`config.mk`:
```
export PLATFORM = sky130hd
export DESIGN_NAME = muldiv_unit
export DESIGN_NICKNAME = d
export VERILOG_FILES = /design/src/rtl/muldiv_unit.sv
export SDC_FILE = /design/constraint.sdc
export NUM_CORES = 1
export LEC_CHECK = 0
export CAP_MARGIN = 20
export CORE_MARGIN = 2
export CORE_UTILIZATION = 60
export CTS_BUF_LIST = sky130_fd_sc_hd__clkbuf_8
export DETAILED_ROUTE_END_ITERATION = 10
export GPL_TIMING_DRIVEN = 0
export PLACE_DENSITY = 0.81
export SLEW_MARGIN = 20
export SYNTH_ARGS = -nofsm -noshare
export SYNTH_HDL_FRONTEND = slang
export SYNTH_SLANG_ARGS = --single-unit
```
`constraint.sdc`:
```
create_clock -name clk -period 8.8 [get_ports clk]
set_input_delay 1.76 -clock clk [delete_from_list [all_inputs] [get_ports clk]]
set_output_delay 1.76 -clock clk [all_outputs]
set_load 0.01 [all_outputs]
```
`src/rtl/muldiv_unit.sv`:
```
// Iterative RV32M/RV64M multiply/divide unit: shift-add multiply, restoring divide.
// Optional `MULDIV_FAST_MUL_EN` replaces the iterative multiply with a single-cycle product.
module muldiv_unit #(
    parameter int XLEN  = 32,
    parameter int CNT_W = $clog2(XLEN) + 1
) (
    input  logic            clk,
    input  logic            rst_n,
    input  logic            start_i,
    input  logic [2:0]      muldiv_fn,
    input  logic [XLEN-1:0] a_i,
    input  logic [XLEN-1:0] b_i,
    input  logic            flush_i,
    output logic            ready_o,
    output logic            busy_o,
    output logic            done_o,
    output logic [XLEN-1:0] result_o
);

    typedef enum logic [1:0] {
        S_IDLE = 2'd0,
        S_CALC = 2'd1,
        S_FIX  = 2'd2,
        S_DONE = 2'd3
    } state_t;

    state_t            state_r, state_next_s;
    logic [CNT_W-1:0]  cnt_r;
    logic [XLEN:0]     hi_r;       // product high half / partial remainder
    logic [XLEN-1:0]   lo_r;       // product low half / dividend-quotient
    logic [XLEN-1:0]   addend_r;   // multiplicand or divisor magnitude
    logic [2:0]        fn_r;
    logic              neg_r;

    logic              accept_s, a_signed_s, b_signed_s, sa_s, sb_s;
    logic              is_div_s, is_rem_s, div_zero_s, ovf_s, special_s, fast_s;
    logic [XLEN-1:0]   ma_s, mb_s, special_res_s, fast_res_s, fix_res_s;
    logic [XLEN:0]     mul_sum_s, div_shift_s;
    logic [XLEN+1:0]   div_diff_s;
    logic [2*XLEN-1:0] prod_s, prod_fix_s;

    // Request decode: operand signedness, magnitudes and acceptance-time special cases
    always_comb begin
        accept_s   = start_i && ready_o && !flush_i;
        a_signed_s = (muldiv_fn == 3'b001) || (muldiv_fn == 3'b010) ||
                     (muldiv_fn == 3'b100) || (muldiv_fn == 3'b110);
        b_signed_s = (muldiv_fn == 3'b001) || (muldiv_fn == 3'b100) || (muldiv_fn == 3'b110);
        sa_s       = a_signed_s && a_i[XLEN-1];
        sb_s       = b_signed_s && b_i[XLEN-1];
        ma_s       = sa_s ? ({XLEN{1'b0}} - a_i) : a_i;
        mb_s       = sb_s ? ({XLEN{1'b0}} - b_i) : b_i;
        is_div_s   = muldiv_fn[2];
        is_rem_s   = muldiv_fn[2] && muldiv_fn[1];
        div_zero_s = is_div_s && (b_i == {XLEN{1'b0}});
        ovf_s      = is_div_s && !muldiv_fn[0] && (a_i == {1'b1, {(XLEN-1){1'b0}}}) &&
                     (b_i == {XLEN{1'b1}});
        special_s  = div_zero_s || ovf_s;
        if (div_zero_s) begin
            special_res_s = is_rem_s ? a_i : {XLEN{1'b1}};
        end else if (ovf_s) begin
            special_res_s = is_rem_s ? {XLEN{1'b0}} : a_i;
        end else begin
            special_res_s = {XLEN{1'b0}};
        end
    end

`ifdef MULDIV_FAST_MUL_EN
    logic [2*XLEN-1:0] a_ext_s, b_ext_s, fprod_s;

    // Single-cycle product; sign extension to 2*XLEN gives the correct modular result
    always_comb begin
        a_ext_s    = {{XLEN{a_signed_s && a_i[XLEN-1]}}, a_i};
        b_ext_s    = {{XLEN{b_signed_s && b_i[XLEN-1]}}, b_i};
        fprod_s    = a_ext_s * b_ext_s;
        fast_s     = !muldiv_fn[2];
        fast_res_s = (muldiv_fn[1:0] == 2'b00) ? fprod_s[XLEN-1:0] : fprod_s[2*XLEN-1:XLEN];
    end
`else
    // Iterative multiply only: no fast path
    always_comb begin
        fast_s     = 1'b0;
        fast_res_s = {XLEN{1'b0}};
    end
`endif

    // One iteration step of each algorithm plus the sign fix-up and result select
    always_comb begin
        mul_sum_s   = {1'b0, hi_r[XLEN-1:0]} + (lo_r[0] ? {1'b0, addend_r} : {(XLEN+1){1'b0}});
        div_shift_s = {hi_r[XLEN-1:0], lo_r[XLEN-1]};
        div_diff_s  = {1'b0, div_shift_s} - {2'b00, addend_r};
        prod_s      = {hi_r[XLEN-1:0], lo_r};
        prod_fix_s  = neg_r ? ({(2*XLEN){1'b0}} - prod_s) : prod_s;
        case (fn_r)
            3'b000:         fix_res_s = prod_fix_s[XLEN-1:0];
            3'b001, 3'b010,
            3'b011:         fix_res_s = prod_fix_s[2*XLEN-1:XLEN];
            3'b100, 3'b101: fix_res_s = neg_r ? ({XLEN{1'b0}} - lo_r) : lo_r;
            3'b110, 3'b111: fix_res_s = neg_r ? ({XLEN{1'b0}} - hi_r[XLEN-1:0]) : hi_r[XLEN-1:0];
            default:        fix_res_s = {XLEN{1'b0}};
        endcase
    end

    // Next-state logic; flush overrides every state
    always_comb begin
        state_next_s = state_r;
        if (flush_i) begin
            state_next_s = S_IDLE;
        end else begin
            case (state_r)
                S_IDLE, S_DONE: begin
                    if (accept_s) begin
                        state_next_s = (special_s || fast_s) ? S_DONE : S_CALC;
                    end else begin
                        state_next_s = S_IDLE;
                    end
                end
                S_CALC: begin
                    if (cnt_r == CNT_W'(1)) begin
                        state_next_s = S_FIX;
                    end else begin
                        state_next_s = S_CALC;
                    end
                end
                S_FIX:   state_next_s = S_DONE;
                default: state_next_s = S_IDLE;
            endcase
        end
    end

    // State register, registered status outputs and datapath
    always_ff @(posedge clk or negedge rst_n) begin
        if (!rst_n) begin
            state_r  <= S_IDLE;
            ready_o  <= 1'b1;
            busy_o   <= 1'b0;
            done_o   <= 1'b0;
            result_o <= {XLEN{1'b0}};
            cnt_r    <= {CNT_W{1'b0}};
            hi_r     <= {(XLEN+1){1'b0}};
            lo_r     <= {XLEN{1'b0}};
            addend_r <= {XLEN{1'b0}};
            fn_r     <= 3'b000;
            neg_r    <= 1'b0;
        end else begin
            state_r <= state_next_s;
            ready_o <= (state_next_s == S_IDLE) || (state_next_s == S_DONE);
            busy_o  <= (state_next_s == S_CALC) || (state_next_s == S_FIX);
            done_o  <= (state_next_s == S_DONE);
            case (state_r)
                S_IDLE, S_DONE: begin
                    if (accept_s) begin
                        fn_r     <= muldiv_fn;
                        neg_r    <= is_rem_s ? sa_s : (sa_s ^ sb_s);
                        hi_r     <= {(XLEN+1){1'b0}};
                        lo_r     <= is_div_s ? ma_s : mb_s;
                        addend_r <= is_div_s ? mb_s : ma_s;
                        cnt_r    <= CNT_W'(XLEN);
                        if (special_s) begin
                            result_o <= special_res_s;
                        end else if (fast_s) begin
                            result_o <= fast_res_s;
                        end
                    end
                end
                S_CALC: begin
                    if (!flush_i) begin
                        cnt_r <= cnt_r - CNT_W'(1);
                        if (fn_r[2]) begin
                            // Restoring step: keep the difference only when it did not borrow
                            if (!div_diff_s[XLEN+1]) begin
                                hi_r <= div_diff_s[XLEN:0];
                                lo_r <= {lo_r[XLEN-2:0], 1'b1};
                            end else begin
                                hi_r <= div_shift_s;
                                lo_r <= {lo_r[XLEN-2:0], 1'b0};
                            end
                        end else begin
                            hi_r <= {1'b0, mul_sum_s[XLEN:1]};
                            lo_r <= {mul_sum_s[0], lo_r[XLEN-1:1]};
                        end
                    end
                end
                S_FIX: begin
                    if (!flush_i) begin
                        result_o <= fix_res_s;
                    end
                end
                default: ;
            endcase
        end
    end

endmodule
```
==> out/metrics.yaml, run 1 <==
outcome: "finished, final reports clean"
number_of_antenna_violations_at_the_first_check_in_global_routing: 2
worst_slew_slack_as_a_fraction_of_its_limit_pct: 15.8
reg2reg_setup_slack_ns: 3.95
worst-setup-path-type: "input port to flop"
cts.repair.resized: 0
cts_hold_repair.buffers: 0
routedWlPerCell_um: 24.7
finalHoldViolations: 0
clk-insertion-delay-late_ns: 0.50
drt_drc_violations_left: 0
h-tree-depth: 4
required_ns: 9.14
worst_setup_path_end_kind: "flop"
post_route_clock_period_utilization_pct: 66.3
die-area_mm2: 0.0257
detailedRoute.firstIterationViolations: 2361
dieWidth_um: 160
critPathTopFamily: "simple AND/OR/NAND/NOR gates"
finish.net_count: 2248
maxClockFrequency_mhz: 171
grtUsageMet1_pct: 60.1
ys_dominant_reg_cell: "dfrtp_1"
globalplace.congestion: 1.06
postSynthRegisterBits: 143
detailroute.via_count: 16700
seq_area_frac_synth_pct: 24.4
seq_area_mm2: 0.00358
netlist_area_pre_place_mm2: 0.0146
cts_buffers: 17
critPathLaunchType: "input port"
cp_data_arrival_time_ns: 6.17
sw_frac_of_total_pct: 54.3
largest_net_degree_at_the_start_of_global_routing: 91
areaGrowthSynthToFinish_pct: 13.0
grtUsageMet3_pct: 15.9
clkTransAtPathRegs_ns: 0.13
met2_routing_resource_usage_after_global_routing_pct: 66.1
cts_buffer_depth: 2
routed_wirelength_um: 60100
tightest_slew_ns: 1.25
power.net_switching_uw: 2610
dpl.hpwl_um: 47100
area_contributors_post_synth: "dfrtp_1 24%, a21oi_1 7.1%, ha_1 6.3%"
antenna_cells_inserted: 0
detail_route.vias_per_cell: 6.86
cp_num_buf_inv: 2
root_buffer: "clkbuf_8"
critical_path.slowest_cell: "nor4_1"
path_cells: "clkdlybuf4s50_1 > or4_1 > or3_1 > nor2_1 > nand4_1 > nor4_1 > or2_1 > a21o_1 > buf_2 > nand2_1 > a211oi_1 > nor3_1"
grt-busiest-layer: "met2"
fillers: 2031
synth_largest_type_area_fraction_pct: 24.3
overflow_after_grt: 0
final.setup.tns_ns: 0
multi_input_comb_area_mm2: 0.0103
port_buffers: 104
power.share.combinational_pct: 65.0
async_flop_share_pct: 100
peakVddDrop_uv: 239
synth_fp_nets: 2124
synthesis.instances: 1977
finalMaxSlewViolations: 0
core.rowCount: 57
power.sequential.fraction_pct: 23.1
grt_setup_unrepaired: "no"
layout_cells_sized_above_1_pct: 4.82
clock_power_share_pct: 12.0
post_synth_num_cell_types: 79
yosysWarnings: 0
report.final.setup_viol: 0
grt_pass1_wl_um: 90300
cts_tree: "yes"
critical_path.reg2reg.startpoint: "hi_r[1]"
min_path_type: "flop to flop"
cell_int_power_uw: 2200
placeableCoreArea_mm2: 0.0242
cts.sinks: 143
vias_in_the_first_global_route: 15600
route.antenna.remaining_nets: 0
cts_post_setup_buffers_inserted: 0
cell_type_contributing_the_most_total_cell_area_after_synthesis: "dfrtp_1"
crit_path_max_fanout: 10
critPathMaxStageDelay_ns: 0.96
clock-skew-final_ns: 0.0395
power_density_relative_to_cell_area_mw_per_mm2: 291
gr-usage-all-layers_pct: 45.9
synth-edff-count: 0
p_leak_uw: 0.00685
start_util_pct: 60.6
die_y_um: 160
post_synthesis_average_cell_area_um2: 7.41
source_of_the_worst_hold_timing_path: "result_o[30]"
dr.pass1.iters: 8
max-cap-violations: 0
finish.utilization_pct: 68.4
fin_crit_ns: 5.83
design.portCount: 106
critical_path.startpoint: "b_i[8]"
==> worst reg2reg max path, cell delays in order (launching register included) <==
cell and delay, ns:
dfrtp_1 0.68, ha_1 0.38, o21a_1 0.20, o31a_1 0.12
o31a_1 0.31, a31oi_1 0.46, o21ai_1 0.27, o2bb2ai_1 0.25
o31ai_2 0.90, clkbuf_1 0.70, o21ai_1 0.17, a221o_1 0.34
==> final cells by class <==
type | count | share of cell area, %
multi-input cells | 1629 | 62.1
inverters | 72 | 1.63
repair buffers | 105 | 6.49
flip-flops and latches | 143 | 21.6
plain buffers | 133 | 3.15
clock buffers | 17 | 1.41
clock inverters | 15 | 1.10
well taps | 324 | 2.45
==> Yosys cell counts (7+ instances only) <==
cell type,count
xor2_1,86
and2_1,8
nor2_1,231
a31oi_1,25
a22oi_1,13
dfrtp_1,142
o21a_1,12
o221ai_1,8
nor3_1,38
nor2b_1,10
mux2_2,33
and3_1,7
nor4_1,21
or3_1,28
buf_1,7
a221o_1,7
nand4_1,22
clkbuf_1,115
o41ai_1,11
a21o_1,33
buf_2,8
o21ai_0,151
xnor2_1,89
o211ai_1,25
o22ai_1,14
nor3b_1,8
or4_1,13
inv_1,71
o31ai_1,30
o21ai_1,38
a211oi_1,35
ha_1,74
nand2_1,175
nand3_1,40
or2_1,8
a21oi_1,207
nand2b_1,16
mux2i_1,27
==> power by group through the flow <==
stage               sequential, uW  clock, uW  combinational, uW
floorplan                      979          0               2180
global placement              1090          0               2920
detailed placement            1100          0               2970
CTS                           1080        562               3000
global route                  1120        591               3350
finish                        1110        575               3120
==> registers in the layout, summed over array words and instances, names as in the netlist <==
signal and cells:
hi_r 32, addend_r 32, done_o 1, fn_r 3
lo_r 32, state_r 2, neg_r 1, cnt_r 6
busy_o 1, ready_o 1, result_o 32
==> stage by stage <==
stage	hold WS, ns	cell area [um2]	cells	setup WS [ns]	total power (uW)
floorplan	0.447	14600	1977	4.57	3160
global placement	0.464	16100	2405	0.189	4010
detailed placement	0.470	16100	2406	2.84	4070
CTS	0.499	16500	2438	3.32	4640
global route	0.520	16500	2438	3.01	5060
finish	0.495	16500	2438	2.97	4810
==> cell usage in the layout, fill, tap and decap left out, types with 21 or more instances in the layout <==
master,netlist,layout
a21o_1,33,33
inv_1,71,71
clkdlybuf4s50_1,0,103
a31oi_1,25,25
nor2_1,231,231
o211ai_1,25,25
clkbuf_1,115,115
or3_1,28,28
mux2i_1,27,27
o21ai_0,151,151
nor3_1,38,38
ha_1,74,74
mux2_2,33,33
xnor2_1,89,89
nor4_1,21,21
xor2_1,86,86
a211oi_1,35,35
dfrtp_1,142,142
o21ai_1,38,38
nand2_1,175,175
nand3_1,40,40
nand4_1,22,22
a21oi_1,207,207
o31ai_1,30,30
==> cell families after synthesis <==
| kind of cell | synth area share, % |
|---|---|
| compound gates | 27.8 |
| fa+ha+maj | 6.59 |
| flops | 24.4 |
| simple gates | 20.9 |
| buf+inv | 5.41 |
| mux | 4.38 |
| xor+xnor | 10.5 |
==> path summary, 6_finish.rpt <==
path	to	cells after the start
min	result_o[30]	1
max	result_o[19]	12
max in group asynchronous	result_o[8]	2
max reg2reg	hi_r[25]	11
min reg2reg	result_o[30]	1
min in group asynchronous	cnt_r[3]	1
==> routing by layer <==
layer | share of wire (%) | up-vias | wire, um
met5 | 0.023 | - | 14
met4 | 6.5 | 2 | 3920
met3 | 14 | 273 | 8500
met2 | 41 | 1274 | 24800
met1 | 38 | 7800 | 22900
li1 | - | 7387 | -
Power figures use the tool's default switching activity.
==> run 2, diff against run 1 <==
==> constraint.sdc (replaced) <==
create_clock -name clk -period 5.5 [get_ports clk]
set_input_delay 1.1 -clock clk [delete_from_list [all_inputs] [get_ports clk]]
set_output_delay 1.1 -clock clk [all_outputs]
set_load 0.01 [all_outputs]
==> results of run 2 <==
The final DEF is identical to that of run 1. Status: finished, final reports clean.
Among the figures that moved: setup slack after placement 2.84 ns -> 0.203 ns; setup slack after layout 2.97 ns -> 0.327 ns; register-to-register setup slack 3.95 ns -> 0.65 ns; total power 4810 uW -> 7690 uW; worst IR drop on VDD 239 uV -> 382 uV
